<file path="src/rtl/nibble_serial_adder_ctrl.sv">
// Adds two WIDTH-bit operands through one 4-bit ripple adder, one nibble per clock, LSB first.
// A start/busy/done handshake accepts operands; the last result is held until the next completes.

module ripple_carry_adder_4_bit (
    input  logic [3:0] a,
    input  logic [3:0] b,
    input  logic       cin,
    output logic [3:0] sum,
    output logic       cout
);

    logic [4:0] c;

    assign c[0] = cin;

    for (genvar i = 0; i < 4; i++) begin : g_bit
        assign sum[i]   = a[i] ^ b[i] ^ c[i];
        assign c[i + 1] = (a[i] & b[i]) | (c[i] & (a[i] ^ b[i]));
    end

    assign cout = c[4];

endmodule

module nibble_serial_adder_ctrl #(
    parameter int WIDTH = 16
) (
    input  logic             clk,
    input  logic             reset,
    input  logic             start,
    input  logic [WIDTH-1:0] a,
    input  logic [WIDTH-1:0] b,
    input  logic             carry_in,
    output logic             busy,
    output logic             done,
    output logic [WIDTH-1:0] sum,
    output logic             carry_out,
    output logic             overflow
);

    localparam int NIBBLES = WIDTH / 4;
    localparam int IDX_W   = (NIBBLES > 1) ? $clog2(NIBBLES) : 1;
    localparam logic [IDX_W-1:0] LAST_IDX = IDX_W'(NIBBLES - 1);

    typedef enum logic [1:0] {
        IDLE = 2'd0,
        RUN  = 2'd1,
        DONE = 2'd2
    } state_t;

    state_t state, next_state;

    logic [WIDTH-1:0] a_reg, b_reg, shadow;
    logic             carry_reg;
    logic [IDX_W-1:0] idx;
    logic [IDX_W+1:0] nib_base;
    logic [3:0]       nib_sum;
    logic             nib_cout;
    logic             accept;

    assign nib_base = {idx, 2'b00};
    assign accept   = start && ((state == IDLE) || (state == DONE));

    ripple_carry_adder_4_bit u_adder (
        .a    (a_reg[nib_base +: 4]),
        .b    (b_reg[nib_base +: 4]),
        .cin  (carry_reg),
        .sum  (nib_sum),
        .cout (nib_cout)
    );

    always_comb begin
        next_state = state;
        case (state)
            IDLE:    if (start) next_state = RUN;
            RUN:     if (idx == LAST_IDX) next_state = DONE;
            DONE:    next_state = start ? RUN : IDLE;
            default: next_state = IDLE;
        endcase
    end

    assign busy = (state == RUN);
    assign done = (state == DONE);

    always_ff @(posedge clk) begin
        if (reset) begin
            state     <= IDLE;
            a_reg     <= '0;
            b_reg     <= '0;
            shadow    <= '0;
            carry_reg <= 1'b0;
            idx       <= '0;
            sum       <= '0;
            carry_out <= 1'b0;
            overflow  <= 1'b0;
        end else begin
            state <= next_state;
            if (accept) begin
                a_reg     <= a;
                b_reg     <= b;
                carry_reg <= carry_in;
                idx       <= '0;
            end else if (state == RUN) begin
                shadow[nib_base +: 4] <= nib_sum;
                carry_reg             <= nib_cout;
                // Final nibble bypasses the shadow so the result lands on the DONE-entry edge.
                if (idx == LAST_IDX) begin
                    sum       <= {nib_sum, shadow[WIDTH-5:0]};
                    carry_out <= nib_cout;
                    overflow  <= (a_reg[WIDTH-1] == b_reg[WIDTH-1]) &&
                                 (nib_sum[3] != a_reg[WIDTH-1]);
                end else begin
                    idx <= idx + 1'b1;
                end
            end
        end
    end

endmodule

</file>
<file path="config.mk">
export PLATFORM = sky130hd
export DESIGN_NAME = nibble_serial_adder_ctrl
export DESIGN_NICKNAME = d
export VERILOG_FILES = /design/src/rtl/nibble_serial_adder_ctrl.sv
export SDC_FILE = /design/constraint.sdc
export NUM_CORES = 1
export LEC_CHECK = 0
export ABC_AREA = 1
export CAP_MARGIN = 20
export CORE_MARGIN = 1.5
export CORE_UTILIZATION = 35
export DETAILED_ROUTE_END_ITERATION = 10
export PLACE_DENSITY = 0.61
export SYNTH_ARGS = -nofsm -noshare
export SYNTH_HDL_FRONTEND = slang
export SYNTH_SLANG_ARGS = --single-unit
export TNS_END_PERCENT = 100
</file>
<file path="constraint.sdc">
create_clock -name clk -period 3.2 [get_ports clk]
set_input_delay 0.64 -clock clk [delete_from_list [all_inputs] [get_ports clk]]
set_output_delay 0.64 -clock clk [all_outputs]
set_load 0.005 [all_outputs]
</file>
==> out/results.ini, run 1 <==
[worst_setup_path]
crit_path_end_kind = flip-flop
crit_type = flip-flop to flip-flop
critPathArrivalTime_ns = 3.15
start_kind = flip-flop
critical_path.max_fanout = 11
cp.required_ns = 3.42

[drt]
ant_nets = 0
routed-via-count = 2689
drcViolationCount = 0
drt_iter0_drc = 81
wire_per_inst_um = 11.4
via_per_inst = 4.54
drtPass1Iterations = 4
routed_wl_um = 6760

[placed_design]
dp_hpwl_um = 4910
finalWeightedCongestion = 0.865
dp.cells = 576
port_buffers = 55

[die]
die_width_um = 95.7
initial_core_util = 0.364
fp-row-count = 33
core_area_um2 = 8260
dieArea_um2 = 9160
ios = 56
die_y_um = 95.7

[final_layout]
fin_cells = 592
multi_input_area_um2 = 1420
final_util = 0.465
final_nets = 527
antennaDiodeCount = 0
synthToLayoutAreaGrowth_pct = 27.6
drive_gt1_frac = 0.0575
fillers = 855
seq_area_um2 = 1340

[run_status]
status = finished clean

[clocking]
cts_buffers = 9
ctsHtreeMaxLevel = 3
cts_max_path_buffers = 2
path_clk_slew_ns = 0.07
cts_tree = done
cts_num_sinks = 67
cts_root_buf = clkbuf_8
ctsResizeCount = 0
cts_setup_buffers = 0
ctsHoldBuffers = 0
clock_latency_ns = 0.34

[sta]
setup_tns_ns = 0
hold_violations = 0
clock_skew_ns = 0.00559
slew_viol_final = 0
fin_crit_sh = 0.916
rsz0062_at_grt = no
tightest_slew_ns = 0.926
max_slew_margin = 0.382
max_clock_freq_mhz = 341
setup_viol = 0
period_needed_ns = 2.93

[global_routing]
grt_pass1_wl_um = 11400
grt_pass1_vias = 2523
grt_max_degree = 39
grt_antenna_before_repair = 0
grt_use_total = 0.163
grt_overflow_total = 0

[synthesis]
syn_area_um2 = 3010
synthCells = 430
avgSynthCellArea_um2 = 7.00
synth_cell_type_count = 24
yosysWarnings = 0
syn_nets = 475
ys_seq_area_frac = 0.446
ys_ff_latch = 67

[power]
max-vdd-ir-drop_v = 0.000264
p_leak_nw = 1.60
power.density_nw_per_um2 = 525

[hold_path]
hold_class = flip-flop to flip-flop

[flow_run]
maxCapViolations = 0

cells in the mapped netlist (all sizes together):
cell      n  area share
nand2   115        0.15
nor2    107        0.14
dfxtp    67        0.45
o21ai    40       0.067
inv      33       0.041
a21oi    20       0.033
buf      15       0.034
nand3    14       0.025
ha        5       0.021
clkbuf    4      0.0054
fa        4       0.027
o22ai     4      0.0083
clkinv    2      0.0025
final timing paths:
| path | cells past startpoint | to | slack [ns] | from |
|---|---|---|---|---|
| worst max-delay path | 14 | shadow[7] | 0.27 | idx[1] |
| worst min-delay path | 2 | sum[8] | 0.46 | shadow[8] |
| worst max register to register | 14 | shadow[7] | 0.27 | idx[1] |
| worst min register to register | 2 | sum[8] | 0.46 | shadow[8] |
power breakdown:
group          internal, mW  switching, mW
logic                 0.133          0.181
registers             0.881         0.0312
clock network         0.480          0.307
placed cells by master (no fill, tap or decap):
| master | n |
|---|---|
| bufinv_16 | 2 |
| dfxtp_1 | 67 |
| nand3_1 | 13 |
| nor2_2 | 1 |
| clkdlybuf4s50_1 | 55 |
| a21oi_1 | 20 |
| clkbuf_8 | 11 |
| clkinv_2 | 1 |
| nor2_1 | 104 |
| buf_4 | 5 |
| o21ai_1 | 5 |
| nand3_2 | 1 |
| nor2_8 | 1 |
| inv_1 | 31 |
| clkinvlp_4 | 1 |
| clkinv_1 | 2 |
| o22ai_1 | 4 |
| inv_2 | 2 |
| nand2_1 | 113 |
| clkbuf_1 | 1 |
| nand2_4 | 2 |
| ha_1 | 5 |
| fa_1 | 4 |
| o21ai_0 | 35 |
| nor2_4 | 1 |
critical path, cell delays in order, from the launching register on:
cell and delay (ns):
dfxtp_1 0.53, clkinv_1 0.18, nand3_1 0.12, nand2_1 0.08, fa_1 0.43, fa_1 0.37, inv_1 0.08, fa_1 0.18
fa_1 0.48, inv_1 0.10, nor2_1 0.05, nand2_1 0.06, nand2_1 0.05, nand2_1 0.07, nor2_1 0.04
cells by family after synthesis:
family	count (synthesis)	synth area share
flip-flops	67	0.446
AND/OR/NAND/NOR	236	0.316
buffers and inverters	54	0.0828
AO/OA/AOI/OAI	64	0.108
adder cells (fa/ha/maj)	9	0.0474
cell type report:
class / instances / area share
clock inverters: 4 / 0.0189
clock buffers: 12 / 0.0404
flip-flops and latches: 67 / 0.350
inverters: 35 / 0.0342
multi-input cells: 309 / 0.369
repair buffers: 60 / 0.153
well taps: 105 / 0.0342
stage by stage:
step	setup WS, ns	cell area, um2	power [mW]	hold WS (ns)
3_5_place_dp	0.307	3610	1.25	0.451
5_1_grt	0.0732	3840	2.12	0.484
6_report	0.269	3840	2.01	0.461
4_1_cts	0.285	3840	2.04	0.461
2_1_floorplan	0.389	3010	1.14	0.439
3_3_place_gp	0.409	3610	1.24	0.451
metal layers:
metal,up-vias,share of wire,routed length (um),track usage
met4,0,0.015,102,0.0466
met3,11,0.051,347,0.0608
met5,-,0,0,0
met2,69,0.46,3130,0.273
met1,1174,0.47,3180,0.195
li1,1435,-,-,-
Note: power is estimated with default switching activity, not from simulation.
==> run 2, diff against run 1 <==
--- a/config.mk
+++ b/config.mk
@@ -10,7 +10,8 @@
 export CORE_MARGIN = 1.5
 export CORE_UTILIZATION = 35
 export DETAILED_ROUTE_END_ITERATION = 10
-export PLACE_DENSITY = 0.61
+export DONT_BUFFER_PORTS = 1
+export PLACE_DENSITY = 0.53
 export SYNTH_ARGS = -nofsm -noshare
 export SYNTH_HDL_FRONTEND = slang
 export SYNTH_SLANG_ARGS = --single-unit
==> out/results.ini, run 2 (same netlist as run 1, synthesis figures left out) <==
[clocking]
cts_root_buf = clkbuf_8
cts_max_path_buffers = 2
ctsHoldBuffers = 0
cts_setup_buffers = 0
cts_tree = done
path_clk_slew_ns = 0.07
cts_num_sinks = 67
clock_latency_ns = 0.35
ctsResizeCount = 0
ctsHtreeMaxLevel = 3
cts_buffers = 9

[drt]
wire_per_inst_um = 12.7
ant_nets = 0
drtPass1Iterations = 4
via_per_inst = 4.65
routed_wl_um = 6810
routed-via-count = 2491
drt_iter0_drc = 53
drcViolationCount = 0

[worst_setup_path]
crit_top_cell = nand2_1
crit_type = flip-flop to flip-flop
cpMaxStageDelayCell = fa_1
r2r_end = shadow[11]
start_kind = flip-flop
critPathMaxStageDelay_ns = 0.47
critical_path.max_fanout = 22
crit_start = idx[0]
path_cells = buf_4, nand2_1, nand3_1, nand2_1, fa_1, fa_1, inv_1, fa_1, fa_1, inv_1, nor2_1, nand2_1, nand2_1, nand2_1, nor2_1
crit_family = adder cells
r2r_cells = 15
r2r-start = idx[0]
crit_end = shadow[11]
crit_path_end_kind = flip-flop
cp_num_cells = 15
critPathArrivalTime_ns = 3.02
cp_num_buf_inv = 3
cp.required_ns = 3.45
r2r_slack_ns = 0.43

[sta]
tightest_slew_ns = 0.902
fin_crit_sh = 0.864
rsz0062_at_grt = no
period_needed_ns = 2.77
max_slew_margin = 0.398
max_clock_freq_mhz = 362
setup_viol = 0
hold_violations = 0
setup_tns_ns = 0
clock_skew_ns = 0.00940
slew_viol_final = 0

[placed_design]
dp_hpwl_um = 4870
placed_area_um2 = 3050
finalWeightedCongestion = 0.832
port_buffers = 0

[global_routing]
grt_pass1_vias = 2342
grt_max_degree = 39
grt_antenna_before_repair = 0
grt_use_total = 0.164
grt_pass1_wl_um = 11300
grt_overflow_total = 0

[final_layout]
synthToLayoutAreaGrowth_pct = 8.11
post-route-cell-area_um2 = 3250
final_cell_mix = nand2_1, nor2_1, dfxtp_1
seq_area_um2 = 1340
multi_input_area_um2 = 1420
drive_gt1_frac = 0.0650
fillers = 926
antennaDiodeCount = 0
final_common_cell = nand2_1
final_nets = 471

[die]
initial_core_util = 0.364
die_width_um = 95.7
core_area_um2 = 8260
fp-row-count = 33
dieArea_um2 = 9160
die_y_um = 95.7
ios = 56

[power]
p_leak_nw = 1.37
power.density_nw_per_um2 = 579
max-vdd-ir-drop_v = 0.000264

[flow_run]
maxCapViolations = 0

[hold_path]
hold_class = input port to flip-flop

[run_status]
status = finished clean

==> run 2: changes by cell type in the layout (fill, tap and decap cells not counted), sizes merged <==
cell | before | now
clkbuf | 12 | 9
inv | 33 | 35
clkinv | 3 | 4
clkinvlp | 1 | 2
clkdlybuf4s50 | 55 | 0
buf | 5 | 4
bufinv | 2 | 1
==> run 2: power by group <==
group	total [mW]	internal [mW]	switching (mW)
Combinational	0.264	0.0935	0.170
Clock	0.710	0.364	0.346
Sequential	0.910	0.880	0.0295
==> run 2: how the worst min path moves through the flow <==
| stage | startpoint | end | slack, ns | cells past startpoint |
|---|---|---|---|---|
| floorplan | shadow[5] | sum[5] | 0.44 | 2 |
| global route | reset | state[0] | 0.33 | 1 |
| global placement | shadow[8] | sum[8] | 0.44 | 2 |
| CTS | reset | state[0] | 0.34 | 1 |
| detailed placement | shadow[3] | sum[3] | 0.44 | 2 |
| finish | reset | state[0] | 0.35 | 1 |
==> run 2: through the flow <==
| step | std cells | hold WS, ns | util | worst slack, ns | total power [mW] |
|---|---|---|---|---|---|
| 2_1_floorplan | 430 | 0.439 | - | 0.389 | 1.14 |
| 3_3_place_gp | 520 | 0.443 | 0.370 | 0.486 | 1.19 |
| 3_5_place_dp | 520 | 0.444 | 0.370 | 0.437 | 1.20 |
| 4_1_cts | 536 | 0.343 | 0.394 | 0.424 | 1.90 |
| 5_1_grt | 536 | 0.332 | 0.394 | 0.0788 | 1.99 |
| 6_report | 536 | 0.353 | 0.394 | 0.434 | 1.88 |
==> run 2: metal layers <==
layer / vias to the layer above / routed length, um / global-route usage
li1: 1333 / - / -
met1: 1086 / 3130 / 0.206
met2: 65 / 3210 / 0.267
met3: 7 / 405 / 0.0498
met4: 0 / 70 / 0.0576
met5: - / 0 / 0
==> run 2: cell type report <==
class	instances	share of cell area
flip-flops and latches	67	0.412
clock buffers	9	0.0381
inverters	35	0.0404
repair buffers	4	0.00923
well taps	105	0.0404
clock inverters	7	0.0235
multi-input cells	309	0.436
